===== src/rtl/regfile_scoreboard.sv =====
`default_nettype none
// ============================================================================
//  Module   : regfile_scoreboard
//  Purpose  : Parametrised multi-port integer register file with a
//             per-register pending-write scoreboard. Issue reserves a
//             destination register, writeback releases it, and each read
//             port reports whether its register still has writes in flight.
//             Register 0 is hardwired to zero.
//  Ports    : clock      - rising-edge clock
//             rst_n      - asynchronous active-low reset
//             raddr      - NRP read addresses, port i at [i*AW +: AW]
//             rdata      - NRP read data words, port i at [i*XLEN +: XLEN]
//             rbusy      - per read port: register has a pending write
//             wen        - NWP write enables
//             waddr      - NWP write addresses
//             wdata      - NWP write data words
//             rsv_valid  - issue requests a reservation of rsv_addr
//             rsv_addr   - destination register to reserve
//             rsv_ready  - reservation can be accepted this cycle
//             flush      - synchronous clear of every pending counter
//  Options  : REGFILE_SCOREBOARD_BYPASS_EN - when defined, a read whose
//             address matches a same-cycle write returns that write's data
//             and rbusy reflects the post-write pending count.
//  Revision : 1.0 - initial release
// ============================================================================
module regfile_scoreboard #(
  parameter int XLEN = 64,
  parameter int NREG = 32,
  parameter int AW   = 5,
  parameter int NRP  = 2,
  parameter int NWP  = 1
) (
  input  logic                clock,
  input  logic                rst_n,
  input  logic [NRP*AW-1:0]   raddr,
  output logic [NRP*XLEN-1:0] rdata,
  output logic [NRP-1:0]      rbusy,
  input  logic [NWP-1:0]      wen,
  input  logic [NWP*AW-1:0]   waddr,
  input  logic [NWP*XLEN-1:0] wdata,
  input  logic                rsv_valid,
  input  logic [AW-1:0]       rsv_addr,
  output logic                rsv_ready,
  input  logic                flush
);

  // Storage and scoreboard state
  logic [XLEN-1:0] r_regs [NREG];
  logic [1:0]      r_cnt  [NREG];

  // Number of active writes hitting each register this cycle (0..2)
  logic [1:0]      w_wcnt    [NREG];
  // Counter value after reservation increment, before write decrement
  logic [2:0]      w_tot     [NREG];
  logic [1:0]      w_cnt_nxt [NREG];
  logic            w_rsv_ready;
  logic            w_rsv_acc;

  always_comb begin
    for (int r = 0; r < NREG; r++) begin
      w_wcnt[r] = 2'd0;
      for (int j = 0; j < NWP; j++) begin
        if (wen[j] && (waddr[j*AW +: AW] == AW'(r)) && (r != 0)) begin
          w_wcnt[r] = w_wcnt[r] + 2'd1;
        end
      end
    end
  end

  // A saturated counter can still take a reservation when a same-cycle
  // write frees a slot. Register 0 never counts, so it is always ready.
  assign w_rsv_ready = !((r_cnt[rsv_addr] == 2'd3) && (w_wcnt[rsv_addr] == 2'd0));
  assign w_rsv_acc   = rsv_valid && w_rsv_ready && (rsv_addr != '0);
  assign rsv_ready   = w_rsv_ready || !rst_n;

  // Net counter update with floor at zero. The ready rule guarantees the
  // result never exceeds 3.
  always_comb begin
    for (int r = 0; r < NREG; r++) begin
      w_tot[r] = {1'b0, r_cnt[r]};
      if (w_rsv_acc && (rsv_addr == AW'(r))) begin
        w_tot[r] = w_tot[r] + 3'd1;
      end
      if (w_tot[r] > {1'b0, w_wcnt[r]}) begin
        w_cnt_nxt[r] = 2'(w_tot[r] - {1'b0, w_wcnt[r]});
      end else begin
        w_cnt_nxt[r] = 2'd0;
      end
    end
  end

`ifdef REGFILE_SCOREBOARD_BYPASS_EN
  // Pending count as seen after this cycle's writebacks (reservations excluded)
  logic [1:0] w_cnt_pw [NREG];
  always_comb begin
    for (int r = 0; r < NREG; r++) begin
      w_cnt_pw[r] = (r_cnt[r] > w_wcnt[r]) ? (r_cnt[r] - w_wcnt[r]) : 2'd0;
    end
  end
`endif

  // Read ports
  for (genvar i = 0; i < NRP; i++) begin : g_rd
    logic [AW-1:0]   w_ra;
    logic [XLEN-1:0] w_rd;
    logic            w_busy;

    assign w_ra = raddr[i*AW +: AW];

    always_comb begin
      w_rd   = r_regs[w_ra];
      w_busy = (r_cnt[w_ra] != 2'd0);
`ifdef REGFILE_SCOREBOARD_BYPASS_EN
      // Ascending scan so the highest-numbered write port wins
      for (int j = 0; j < NWP; j++) begin
        if (wen[j] && (waddr[j*AW +: AW] == w_ra)) begin
          w_rd = wdata[j*XLEN +: XLEN];
        end
      end
      w_busy = (w_cnt_pw[w_ra] != 2'd0);
`endif
      // Register 0 and the reset window always read as idle zero
      if ((w_ra == '0) || !rst_n) begin
        w_rd   = '0;
        w_busy = 1'b0;
      end
    end

    assign rdata[i*XLEN +: XLEN] = w_rd;
    assign rbusy[i]              = w_busy;
  end

  // State update: reset > flush > counter arithmetic. Data writes still
  // land in a flush cycle; later write ports overwrite earlier ones.
  always_ff @(posedge clock or negedge rst_n) begin
    if (!rst_n) begin
      for (int r = 0; r < NREG; r++) begin
        r_regs[r] <= '0;
        r_cnt[r]  <= 2'd0;
      end
    end else begin
      for (int j = 0; j < NWP; j++) begin
        if (wen[j] && (waddr[j*AW +: AW] != '0)) begin
          r_regs[waddr[j*AW +: AW]] <= wdata[j*XLEN +: XLEN];
        end
      end
      for (int r = 0; r < NREG; r++) begin
        r_cnt[r] <= flush ? 2'd0 : w_cnt_nxt[r];
      end
    end
  end

endmodule
`default_nettype wire


===== config.mk =====
export PLATFORM = sky130hd
export DESIGN_NAME = regfile_scoreboard
export DESIGN_NICKNAME = d
export VERILOG_FILES = /design/src/rtl/regfile_scoreboard.sv
export SDC_FILE = /design/constraint.sdc
export NUM_CORES = 2
export LEC_CHECK = 0
export CELL_PAD_IN_SITES_DETAIL_PLACEMENT = 1
export CELL_PAD_IN_SITES_GLOBAL_PLACEMENT = 2
export CORE_MARGIN = 2
export CORE_UTILIZATION = 49
export DETAILED_ROUTE_END_ITERATION = 6
export HOLD_SLACK_MARGIN = 0.06
export PLACE_DENSITY = 0.94
export SLEW_MARGIN = 30
export SYNTH_ARGS = -nofsm -noshare
export SYNTH_HDL_FRONTEND = slang
export SYNTH_SLANG_ARGS = --single-unit
export TNS_END_PERCENT = 10

===== constraint.sdc =====
create_clock -name clock -period 10 [get_ports clock]
set_input_delay 2.5 -clock clock [delete_from_list [all_inputs] [get_ports clock]]
set_output_delay 2.5 -clock clock [all_outputs]
set_load 0.02 [all_outputs]

==> results.py <==
metrics = {
    "final_layout": {
        "nNetsFinal": 8512,
        "final_common_cell": "dfrtp_1",
        "fin_cells": 11700,
        "area_growth_pct": 10.9,
        "layout_common_cells": "dfrtp_1 (2,112), mux2_2 (1,761), nand2_1 (1,045), mux4_2 (969), mux2i_1 (419)",
        "drive_above_1_share_pct": 40.9,
    },
    "global_routing": {
        "antenna_found_initial": 28,
        "grt_pass1_wl_mm": 614,
        "grt_max_degree": 174,
        "grt-ovfl-total": 0,
        "grt_pass1_vias": 90300,
        "groute.usage.overall_pct": 34.8,
    },
    "clock_tree": {
        "root_buffer": "clkbuf_16",
        "numCtsBuffers": 223,
        "hold_buffers": 0,
        "clk_pin_slew_ns": 0.06,
        "clockBufferDepth": 3,
        "insertion_delay_ns": 0.92,
        "cts.sinks": 2112,
        "cts_setup_buffers": 0,
        "cts_tree": "built",
        "cts_resized": 0,
        "cts.htree.levels": 4,
    },
    "timing": {
        "fin_skew_ns": 0.0517,
        "rsz0062_at_grt": "false",
        "fmax_mhz": 115,
        "post-route-min-period_ns": 8.72,
        "worst_hold_slack_ns": 0.398,
        "setup_tns_ns": 0,
        "hold_viol_final": 0,
        "max_slew_margin_pct": 26.2,
        "worst_pin_slew_ns": 1.11,
        "slew_viol_final": 0,
        "setup_viol": 0,
        "setup_ws_ns": 1.28,
        "timing.final.crit_share_pct": 87.2,
    },
    "synth": {
        "ys.flop_type": "dfrtp_1",
        "ys_top_cells_by_area": "dfrtp_1 (46%), mux4_2 (19%), mux2_2 (17%), mux2i_1 (3.7%), nand2_1 (3.5%)",
        "synth_area_per_cell_sq_um": 13.3,
        "synth_cell_types": 69,
        "synth-xor-area-share_pct": 0.259,
        "synth-seq-cells": 2112,
        "yosysSeqAreaShare_pct": 46.0,
        "syn-num-nets": 8784,
        "synth_top_area_cell": "dfrtp_1",
        "yosys.area_share.adder_pct": 0.687,
        "mappedNetlistArea_sq_mm": 0.115,
        "synth.area.mux_share_pct": 39.9,
        "synth_top_area_share_pct": 46.0,
        "async_flop_share_pct": 100,
        "synth-compound-area-share_pct": 4.21,
        "synth_edf_count": 0,
        "yosysWarningCount": 0,
        "synthSimpleGateAreaFrac_pct": 5.67,
        "synth_top_family_by_area": "multiplexers",
        "synth_cells": 8632,
    },
    "power_and_ir_drop": {
        "p_leak_uw": 0.0553,
        "power_density_mw_per_mm2": 201,
        "ir_drop_uv": 165,
    },
    "floorplan": {
        "placementRows": 177,
        "fp.dieW_microns": 488,
        "die_h_microns": 488,
        "io_pins": 220,
        "die-area_sq_mm": 0.238,
        "coreArea_sq_mm": 0.233,
        "initial_core_util_pct": 49.3,
    },
    "placement": {
        "port_buffers": 219,
        "placedCellCount": 11300,
        "dp_hpwl_mm": 224,
        "place.gp.congestion": 0.834,
        "dp_slack_ns": 1.34,
    },
    "drt": {
        "drt_iter0_markers": 9322,
        "wl_mm": 413,
        "vias": 82100,
        "vias_per_cell": 7.02,
        "routedWlPerCell_microns": 35.4,
        "detail-route-antenna-nets": 0,
        "drcViolationCount": 0,
        "dr.pass1.iters": 5,
    },
    "run": {
        "maxCapViolations": 0,
    },
    "critical_path": {
        "end_kind": "primary output",
        "cp_data_required_time_ns": 7.50,
        "cp_data_arrival_time_ns": 6.22,
        "crit_fanout": 115,
        "critPathKind": "in -> out",
        "critPathLaunchType": "primary input",
    },
    "worst_hold_path": {
        "hold_class": "reg -> reg",
    },
    "outcome": {
        "status": "complete, no violations",
    },
}
==> flip-flops by register name, summed over array words and instances, names as in the netlist <==
name and cells:
r_regs 2048, r_cnt 64
==> path summary, 6_finish.rpt <==
| path | startpoint | endpoint | slack (ns) | cells past startpoint |
|---|---|---|---|---|
| worst max-delay path | raddr[1] | rdata[4] | 1.28 | 9 |
| worst min-delay path | r_regs[2031] | r_regs[2031] | 0.40 | 0 |
| worst max register to register | r_cnt[43] | r_cnt[61] | 6.13 | 11 |
| worst min register to register | r_regs[2031] | r_regs[2031] | 0.40 | 0 |
| max in group asynchronous | rst_n | r_regs[778] | 5.11 | 5 |
| min in group asynchronous | rst_n | r_regs[1455] | 1.49 | 1 |
==> where the power goes <==
group	switching [uW]	internal, uW
Sequential	1370	10100
Clock	3820	4950
Combinational	2390	2950
==> area by class of cell <==
cell class | count | area (sq um)
multi-input cells | 5557 | 58600
fillers | 22200 | 105000
well taps | 3132 | 3920
repair buffers | 435 | 4240
clock inverters | 90 | 1200
diodes | 17 | 42.5
flip-flops and latches | 2112 | 52900
clock buffers | 315 | 6390
inverters | 31 | 134
==> cells in the mapped netlist (all sizes together) (36+ instances only) <==
library cell / count
mux2: 1761
nand2: 1058
nor2: 216
a21oi: 317
ha: 63
dfrtp: 2112
nand3: 36
nor3: 79
a211oi: 48
clkbuf: 691
mux2i: 419
o221ai: 113
o21ai: 141
mux4: 969
o22ai: 114
buf: 241
==> critical path: stages <==
cell	delay, ns
buf_8	0.33
buf_12	0.62
buf_4	0.69
mux4_2	0.46
o22ai_1	0.20
nor2_1	0.08
a21oi_1	0.38
nor2_1	0.09
clkdlybuf4s50_1	0.57
==> cell families (layout without fill, tap and decap cells) <==
group | after synthesis | count (layout)
other cells | 0 | 17
simple gates | 1525 | 1525
buf+inv | 963 | 871
compound gates | 786 | 786
flops | 2112 | 2112
fa+ha+maj | 63 | 63
xor+xnor | 34 | 34
mux | 3149 | 3149
==> per-layer routing <==
metal	vias up	wire [microns]	GRT usage (%)
li1	31600	-	-
met2	4860	195000	54.5
met3	1408	38300	8.04
met1	44200	155000	44.6
met4	16	25300	19.7
met5	-	103	0
==> per-stage QoR <==
stage	cell area, sq um	power [uW]	utilization [%]
global placement	120000	16100	51.4
floorplan	115000	14800	-
CTS	127000	25500	54.8
finish	127000	25600	54.7
global route	127000	26400	54.7
detailed placement	120000	16700	51.5
Power figures use the tool's default switching activity.
